### src/rtl/uart_tx_fifo_gen.sv
// uart_tx_fifo_gen: parametrised UART transmitter with an integrated transmit FIFO.
// Upstream pushes words with txLoadIN while txReadyOUT is high. The serialiser
// pops words and sends frames (start, data LSB first, optional parity, stop)
// back to back with no idle gap between them.
module uart_tx_fifo_gen #(
  parameter int         CLOCK_FREQUENCY = 50_000_000,
  parameter int         BAUD_RATE       = 115200,
  parameter int         DATA_BITS       = 8,
  parameter logic [1:0] PARITY          = 2'b01,
  parameter int         STOP_BITS       = 1,
  parameter int         FIFO_DEPTH      = 16
) (
  input  logic                          clockIN,
  input  logic                          nTxResetIN,
  input  logic [DATA_BITS-1:0]          txDataIN,
  input  logic                          txLoadIN,
  input  logic                          txErrClrIN,
  output logic                          txReadyOUT,
  output logic                          txIdleOUT,
  output logic [$clog2(FIFO_DEPTH):0]   txLevelOUT,
  output logic                          txOverflowOUT,
  output logic                          txOUT
);

  localparam int BAUD_DIV = CLOCK_FREQUENCY / BAUD_RATE;
  localparam int ADDR_W   = (FIFO_DEPTH > 1) ? $clog2(FIFO_DEPTH) : 1;
  localparam int LEVEL_W  = $clog2(FIFO_DEPTH) + 1;
  localparam int CNT_W    = (BAUD_DIV > 1) ? $clog2(BAUD_DIV) : 1;

  localparam logic [CNT_W-1:0]   BAUD_LOAD  = CNT_W'(BAUD_DIV - 1);
  localparam logic [LEVEL_W-1:0] FULL_LEVEL = LEVEL_W'(FIFO_DEPTH);
  localparam logic [3:0]         LAST_DATA  = 4'(DATA_BITS - 1);
  localparam logic [3:0]         LAST_STOP  = 4'(STOP_BITS - 1);
  localparam logic               PAR_EN     = (PARITY == 2'b01) || (PARITY == 2'b10);
  localparam logic               PAR_ODD    = (PARITY == 2'b01);

  // Illegal configurations stop elaboration instead of being clamped.
  if (DATA_BITS < 5 || DATA_BITS > 9) begin : gBadDataBits
    $error("uart_tx_fifo_gen: DATA_BITS must be in 5..9");
  end
  if (STOP_BITS != 1 && STOP_BITS != 2) begin : gBadStopBits
    $error("uart_tx_fifo_gen: STOP_BITS must be 1 or 2");
  end
  if (FIFO_DEPTH < 2 || (FIFO_DEPTH & (FIFO_DEPTH - 1)) != 0) begin : gBadDepth
    $error("uart_tx_fifo_gen: FIFO_DEPTH must be a power of two >= 2");
  end
  if (BAUD_DIV < 2) begin : gBadBaudDiv
    $error("uart_tx_fifo_gen: CLOCK_FREQUENCY / BAUD_RATE must be >= 2");
  end

  typedef enum logic [2:0] {IDLE, START, DATA, PAR, STOP} txState_t;

  // FIFO storage and bookkeeping
  logic [DATA_BITS-1:0] fifoMem [FIFO_DEPTH];
  logic [ADDR_W-1:0]    wrPtr;
  logic [ADDR_W-1:0]    rdPtr;
  logic [LEVEL_W-1:0]   level;
  logic                 overflow;
  logic                 fifoEmpty;
  logic                 fifoFull;
  logic                 pushFifo;
  logic                 popFifo;
  logic [DATA_BITS-1:0] fifoHead;

  // Serialiser state
  txState_t             state;
  txState_t             stateNext;
  logic [DATA_BITS-1:0] shiftReg;
  logic [DATA_BITS-1:0] shiftNext;
  logic [3:0]           bitCnt;
  logic [3:0]           bitCntNext;
  logic [CNT_W-1:0]     baudCnt;
  logic [CNT_W-1:0]     baudCntNext;
  logic                 parityAcc;
  logic                 parityNext;
  logic                 txReg;
  logic                 txNext;
  logic                 bitEnd;

  assign fifoEmpty = (level == '0);
  assign fifoFull  = (level == FULL_LEVEL);
  assign pushFifo  = txLoadIN && !fifoFull;
  assign fifoHead  = fifoMem[rdPtr];
  assign bitEnd    = (baudCnt == '0);

  assign txReadyOUT    = !fifoFull;
  assign txIdleOUT     = (state == IDLE) && fifoEmpty;
  assign txLevelOUT    = level;
  assign txOverflowOUT = overflow;
  assign txOUT         = txReg;

  // FIFO storage write port
  // NOTE: the storage array has no reset; the pointers and level define which
  // entries are valid, so clearing the data would only cost a wide reset net.
  always_ff @(posedge clockIN) begin
    if (pushFifo) begin
      fifoMem[wrPtr] <= txDataIN;
    end
  end

  // FIFO pointers, occupancy and sticky overflow flag
  // NOTE: every sequential block uses non-blocking assignments so all registers
  // update from the same pre-edge values and simulation matches the hardware.
  always_ff @(posedge clockIN or negedge nTxResetIN) begin
    if (!nTxResetIN) begin
      wrPtr    <= '0;
      rdPtr    <= '0;
      level    <= '0;
      overflow <= 1'b0;
    end else begin
      if (pushFifo) begin
        wrPtr <= wrPtr + ADDR_W'(1);
      end
      if (popFifo) begin
        rdPtr <= rdPtr + ADDR_W'(1);
      end
      case ({pushFifo, popFifo})
        2'b10:   level <= level + LEVEL_W'(1);
        2'b01:   level <= level - LEVEL_W'(1);
        default: level <= level;
      endcase
      // A dropped write outranks a clear in the same cycle.
      if (txLoadIN && fifoFull) begin
        overflow <= 1'b1;
      end else if (txErrClrIN) begin
        overflow <= 1'b0;
      end
    end
  end

  // Serialiser state register and datapath registers
  always_ff @(posedge clockIN or negedge nTxResetIN) begin
    if (!nTxResetIN) begin
      state     <= IDLE;
      shiftReg  <= '0;
      bitCnt    <= '0;
      baudCnt   <= '0;
      parityAcc <= 1'b0;
      txReg     <= 1'b1;
    end else begin
      state     <= stateNext;
      shiftReg  <= shiftNext;
      bitCnt    <= bitCntNext;
      baudCnt   <= baudCntNext;
      parityAcc <= parityNext;
      txReg     <= txNext;
    end
  end

  // Next-state and datapath update: bit sequencing and baud counting
  // NOTE: every signal assigned here gets a default first, so no path leaves a
  // value unassigned and no latch is inferred.
  always_comb begin
    stateNext   = state;
    shiftNext   = shiftReg;
    bitCntNext  = bitCnt;
    baudCntNext = baudCnt;
    parityNext  = parityAcc;
    case (state)
      IDLE: begin
        if (popFifo) begin
          stateNext   = START;
          shiftNext   = fifoHead;
          baudCntNext = BAUD_LOAD;
          parityNext  = 1'b0;
        end
      end
      START: begin
        if (bitEnd) begin
          stateNext   = DATA;
          bitCntNext  = '0;
          baudCntNext = BAUD_LOAD;
          shiftNext   = shiftReg >> 1;
          parityNext  = parityAcc ^ shiftReg[0];
        end else begin
          baudCntNext = baudCnt - CNT_W'(1);
        end
      end
      DATA: begin
        if (bitEnd) begin
          baudCntNext = BAUD_LOAD;
          if (bitCnt == LAST_DATA) begin
            stateNext  = PAR_EN ? PAR : STOP;
            bitCntNext = '0;
          end else begin
            bitCntNext = bitCnt + 4'd1;
            shiftNext  = shiftReg >> 1;
            parityNext = parityAcc ^ shiftReg[0];
          end
        end else begin
          baudCntNext = baudCnt - CNT_W'(1);
        end
      end
      PAR: begin
        if (bitEnd) begin
          stateNext   = STOP;
          bitCntNext  = '0;
          baudCntNext = BAUD_LOAD;
        end else begin
          baudCntNext = baudCnt - CNT_W'(1);
        end
      end
      STOP: begin
        if (bitEnd) begin
          baudCntNext = BAUD_LOAD;
          if (bitCnt == LAST_STOP) begin
            bitCntNext = '0;
            if (popFifo) begin
              stateNext  = START;
              shiftNext  = fifoHead;
              parityNext = 1'b0;
            end else begin
              stateNext = IDLE;
            end
          end else begin
            bitCntNext = bitCnt + 4'd1;
          end
        end else begin
          baudCntNext = baudCnt - CNT_W'(1);
        end
      end
      default: begin
        stateNext = IDLE;
      end
    endcase
  end

  // Outputs: FIFO pop strobe and the next registered line level
  always_comb begin
    popFifo = 1'b0;
    txNext  = txReg;
    if (state == IDLE) begin
      popFifo = !fifoEmpty;
    end else if (state == STOP && bitEnd && bitCnt == LAST_STOP) begin
      popFifo = !fifoEmpty;
    end

    if (state == IDLE) begin
      txNext = fifoEmpty;
    end else if (bitEnd) begin
      case (stateNext)
        START:   txNext = 1'b0;
        DATA:    txNext = shiftReg[0];
        PAR:     txNext = PAR_ODD ? ~parityAcc : parityAcc;
        default: txNext = 1'b1;
      endcase
    end
  end

endmodule

### config.mk
export PLATFORM = sky130hd
export DESIGN_NAME = uart_tx_fifo_gen
export DESIGN_NICKNAME = d
export VERILOG_FILES = /design/src/rtl/uart_tx_fifo_gen.sv
export SDC_FILE = /design/constraint.sdc
export NUM_CORES = 1
export LEC_CHECK = 0
export CORE_MARGIN = 4
export CORE_UTILIZATION = 55
export CTS_CLUSTER_SIZE = 20
export DETAILED_ROUTE_END_ITERATION = 6
export PLACE_DENSITY = 0.86
export SLEW_MARGIN = 20
export SYNTH_ARGS = -nofsm -noshare
export SYNTH_HDL_FRONTEND = slang
export SYNTH_SLANG_ARGS = --single-unit
### constraint.sdc
create_clock -name clockIN -period 2.7 [get_ports clockIN]
set_input_delay 0.54 -clock clockIN [delete_from_list [all_inputs] [get_ports clockIN]]
set_output_delay 0.54 -clock clockIN [all_outputs]
set_load 0.02 [all_outputs]
# --- Word level (Yosys, flattened, before mapping) ---
# Memory sizes are Yosys's and may differ from the RTL's.
# Cells that the tools add are included.
op_classes:
  add_sub_neg: 6
  n_eq_ne: 18
  muxes: 42
  n_bitwise: 2
  n_reduce_logical: 22
op_table:
  columns: ["operator", "n"]
  rows:
  - ["$mux 8", 6]
  - ["$pmux 8 s4", 1]
  - ["$mux 3", 7]
  - ["$mux 4", 5]
  - ["$mux 9", 2]
  - ["$pmux 9 s2", 1]
  - ["$mux 1", 15]
  - ["$pmux 3 s5", 1]
  - ["$add 4x1->4 const B", 3]
  - ["$eq 3x2->1 const B", 4]
  - ["$ne 2x2->1 const B", 6]
  - ["$pmux 4 s3", 1]
  - ["$pmux 5 s2", 1]
  - ["$logic_not 9->1", 1]
  - ["$sub 9x1->9 const B", 1]
  - ["$reduce_bool 2->1", 4]
  - ["$eq 3x1->1 const B", 2]
  - ["$reduce_and 6->1", 1]
  - ["$add 5x1->5 const B", 1]
  - ["$eq 5x5->1 const B", 1]
  - ["$logic_and 1x1->1", 5]
  - ["$logic_not 5->1", 1]
  - ["$sub 5x1->5 const B", 1]
  - ["$eq 4x3->1 const B", 1]
  - ["17 further kinds", 18]
word_totals:
  regBits: 40
  ramBits: 128
  elab_cells: 101
  n_memories: 1
memory_table:
  columns: ["memory", "depth", "width", "rd", "rd_ports_with_merged_regs", "write_ports", "line", "rtl"]
  rows:
  - ["fifoMem", 16, 8, 1, 0, 1, "54", "logic [DATA_BITS-1:0] fifoMem [FIFO_DEPTH];"]

# --- Longest topological paths before layout ---
# Gate-level depths: netlist of the first run.
logic_depth:
  word_depth: 13
  mapped_depth: 13
  depth_no_buf: 13

# --- Worst setup path after synthesis of the first run ---
# Ideal clock, no wire load.
synth_timing:
  path_type: "reg-to-reg"
  startpoint: "reg level[1], in the netlist txLevelOUT[1]"
  endpoint: "reg level[4], in the netlist txLevelOUT[4]"
  setup_time_ps: 81
  arrival_time_ps: 2843
  slack_ps: -224
  path_stages_with_launch: 14
  period_less_slack_ps: 2924
  cell_sequence: "dfrtp_1 -> nor4_1 -> nand2_1 -> and2_1 -> clkbuf_1 -> inv_1 -> ha_1 -> inv_1 -> fa_1 -> nor2b_1 -> o21ai_0 -> and3_1 -> nor3_1 -> xor2_1"
synth_between:
  elab_cells_between_ends: 13
synth_rtl:
  columns: ["element", "line", "rtl"]
  rows:
  - ["start, declared", "57", "logic [LEVEL_W-1:0] level;"]
  - ["start signal, assigned", "118", "2'b10: level <= level + LEVEL_W'(1);"]
  - ["start signal, assigned", "119", "2'b01: level <= level - LEVEL_W'(1);"]
  - ["start signal, assigned", "120", "default: level <= level;"]
  - ["$eq 5x5->1 *", "81", "assign fifoFull = (level == FULL_LEVEL);"]
  - ["$logic_not 1->1 *", null, null]
  - ["named net txReadyOUT", "18", "output logic txReadyOUT,"]
  - ["$logic_and 1x1->1 *", "82", "assign pushFifo = txLoadIN && !fifoFull;"]
  - ["$eq 2x1->1 or $eq 2x2->1 (tied branches)", "117", "case ({pushFifo, popFifo})"]
  - ["$pmux 5 s2 or $reduce_bool 2->1 (tied branches)", null, null]
# The timed path passes the listed nets; every way through them passes the cells marked *.
# A chain may end at the register's enable or synchronous reset.

# --- Worst setup path in the final report of the first run ---
layout_timing:
  startpoint: "reg baudCnt[0]"
  endpoint: "reg level[4], in the netlist txLevelOUT[4]"
layout_between:
  elab_chain_cells: 7
  elab_cells_between_ends: 9
layout_lines:
  columns: ["element", "line", "rtl"]
  rows:
  - ["start, declared", "72", "logic [CNT_W-1:0] baudCnt;"]
  - ["start signal, assigned", "144", "baudCnt <= baudCntNext;"]
  - ["$logic_not 9->1 *", "84", "assign bitEnd = (baudCnt == '0);"]
  - ["$logic_and 1x1->1 * (2 in series)", "234", "end else if (state == STOP && bitEnd && bitCnt == LAST_STOP) begin"]
  - ["$mux 1 *", "234", null]
  - ["$mux 1 *", "232", "if (state == IDLE) begin"]
  - ["named net popFifo", "62", "logic popFifo;"]
  - ["$eq 2x1->1 or $eq 2x2->1 (tied branches)", "117", null]
  - ["$pmux 5 s2 or $reduce_bool 2->1 (tied branches)", null, null]
# Marked as above.

==> metrics.cfg, run 1 <==
[synthesis]
synth.distinct_cells=62
syn_area_per_cell_um2=14.9
synth-edff-count=128
synth_top_area_cell=edfxtp_1
synth_top_area_frac=0.518
syn_nets=525
synth_seq_cells=168
ys.flop_type=edfxtp_1
synthCells=499
yosys_warnings=0
async_flop_share=0.238
yosys-top-cells-area=edfxtp_1, dfrtp_1, mux4_2
syn_area_um2=7420
ys_seq_area_frac=0.653

[timing]
finalSetupViolCount=0
max_freq_mhz=376
rsz0062_at_grt=true
hold_viol=0
worst_pin_slew_ps=911
fin_crit_ps=2660
relSlewSlack=0.393
maxSlewViolCount=0
finalCritPeriodShare=0.986
finClkSkew_ps=8.72
whs_ps=237

[cells_and_area]
area_growth_pct=17.2
postLayoutCoreUtil=0.657
drive_above_1_share=0.234
antenna_cells=0
fin_nets=581
layoutNonFillerInstCount=744
num-fill-cells=877

[clock_network]
clockBufferDepth=2
hold_buffers=0
cts_tree=yes
cts_made_buffers=17
clk_pin_slew_ps=70
htreeDepth=4
clk_latency_ps=430
clock_sinks=168
cts-root-buf=clkbuf_16

[power]
pwr_density_cell_nw_per_um2=1010
ir_drop_v=0.000576
power.leakage_nw=3.17

[global_route]
overflow=0
grt_pass1_vias=4437
grt_max_degree=50
grt_usage=0.226
grt_pass1_wl_mm=25.2
grt_antenna_before_repair=0

[detailed_routing]
vias=4555
final_antenna_net_count=0
drt_first_pass_iters=5
wl_per_cell_um=21.5
drt_iter0_drc=391
route.detailed.drc=0
wl_mm=16.0
routed_via_density=6.12

[worst_setup_path]
r2r-end=txLevelOUT[4]$_DFFE_PN0P_
arrival_ps=3000
r2r_cells=13
rr_startpoint=baudCnt[0]$_DFFE_PN0P_
crit_end=txLevelOUT[4]$_DFFE_PN0P_
r2r_setup_slack_ps=40
worst-setup-path-type=register to register
path_max_fanout=4
start_kind=register
worst_ep_required_time_ps=3040
worstSetupStartpoint=baudCnt[0]$_DFFE_PN0P_
crit_path_end_kind=register

[placement]
dp_hpwl_mm=9.76
post-place-cells=701
numPortBuffers=20
gp_congestion=0.882

[floorplanning]
die_x_um=124
die-area_um2=15400
ioPinCount=21
core_um2=13200
die_h_um=124
start_util=0.560
placementRows=42

[worst_hold_path]
worst_hold_path_type=input pin to async pin

[run]
cap_violations=0

[status]
status=complete, no violations

sequential cells by signal, indices dropped and copies added, names as in the netlist:
| register | cells |
|---|---|
| parityAcc | 1 |
| fifoMem | 128 |
| baudCnt | 9 |
| txOverflowOUT | 1 |
| shiftReg | 8 |
| bitCnt | 4 |
| wrPtr | 4 |
| rdPtr | 4 |
| txLevelOUT | 5 |
| state | 3 |
| txOUT | 1 |
worst min-delay path by stage:
stage	from	end	slack, ps	cells after the start
finish	nTxResetIN	baudCnt[3]$_DFFE_PN0P_	240	1
global route	nTxResetIN	baudCnt[8]$_DFFE_PN0P_	300	1
CTS	nTxResetIN	baudCnt[8]$_DFFE_PN0P_	260	1
detailed placement	txOverflowOUT$_DFFE_PN0P_	txOverflowOUT$_DFFE_PN0P_	520	2
global placement	txOverflowOUT$_DFFE_PN0P_	txOverflowOUT$_DFFE_PN0P_	510	2
floorplan	nTxResetIN	baudCnt[0]$_DFFE_PN0P_	240	0
kinds of logic after synthesis:
group / synth area share
buf+inv: 0.0270
compound gates: 0.0835
mux: 0.106
flops: 0.653
xor+xnor: 0.0177
simple gates: 0.0874
fa+ha+maj: 0.0246
synth_stat cells (all sizes together), types with 2 or more instances:
master,instances
a211o,7
a21o,3
a21oi,17
a22oi,16
a31oi,9
and2,2
and3,2
buf,14
clkbuf,10
dfrtp,39
edfxtp,128
ha,13
inv,16
mux2i,35
mux4,19
nand2,33
nand2b,5
nand3,5
nand3b,2
nand4,2
nor2,37
nor2b,5
nor3,10
nor3b,3
nor4,2
o211ai,2
o21a,2
o21ai,22
o22ai,2
o31ai,2
or3,2
or3b,2
or4,4
xnor2,9
xor2,6
critical path: stages (launching register included):
cell and delay (ps):
dfrtp_1 390, inv_2 90, ha_4 140, nor4b_4 280
a31oi_4 170, nor2_4 140, ha_4 180, inv_2 60
fa_2 370, nor2b_2 140, o21ai_2 70, and3_1 160
nor3_2 160, xor2_1 210
cell type report:
| type | count | area (µm²) | share of cell area |
|---|---|---|---|
| flip-flops and latches | 168 | 4850 | 0.558 |
| multi-input cells | 291 | 2460 | 0.283 |
| repair buffers | 61 | 514 | 0.0591 |
| clock buffers | 17 | 425 | 0.0489 |
| well taps | 176 | 220 | 0.0253 |
| clock inverters | 15 | 168 | 0.0193 |
| inverters | 16 | 60.1 | 0.00691 |
where the power goes:
group	total (W)	internal [W]	switching (W)
sequential	0.00364	0.00322	0.000416
combinational	0.00272	0.00125	0.00147
clock	0.00241	0.00138	0.00103
total	0.00877	0.00585	0.00291
cell usage in the layout (no fill, tap or decap), types with 11 or more instances in the layout:
cell type,count
edfxtp_1,128
a21oi_1,16
mux4_2,19
dfrtp_1,35
o21ai_0,16
buf_4,40
nor2_1,34
ha_1,11
a22oi_1,16
nand2_1,31
clkbuf_16,17
mux2i_1,35
inv_1,12
clkdlybuf4s50_1,18
repair_timing:
action                                 in CTS  in global routing
pin swaps                                   5                 10
setup endpoints to repair                   2                  1
setup buffers                               3                  8
gates resized for setup                     6                 10
endpoints found under the hold margin       0                  0
layer usage:
layer	vias to the layer above	GRT usage	wire, µm
met5	-	0	0
met4	0	0.103	527
met3	34	0.0495	885
met2	187	0.386	8610
met1	2317	0.275	6000
li1	2017	-	-
stage by stage:
| stage | instance area, µm² | TNS, ps | worst slack [ps] | total power (W) |
|---|---|---|---|---|
| 2_1_floorplan | 7460 | 0 | 20.7 | 0.00547 |
| 3_3_place_gp | 7970 | 0 | 127 | 0.00607 |
| 3_5_place_dp | 7970 | -69.2 | -69.2 | 0.00623 |
| 4_1_cts | 8600 | -152 | -152 | 0.00874 |
| 5_1_grt | 8700 | -43.3 | -43.3 | 0.00920 |
| 6_report | 8700 | 0 | 38.0 | 0.00877 |
Note: power is estimated with default switching activity, not from simulation.
==> run 2, diff against run 1 <==
CTS_CLUSTER_DIAMETER = 60   (was unset)
==> results of run 2 <==
The final DEF is identical to that of run 1; final timing and power are the same.
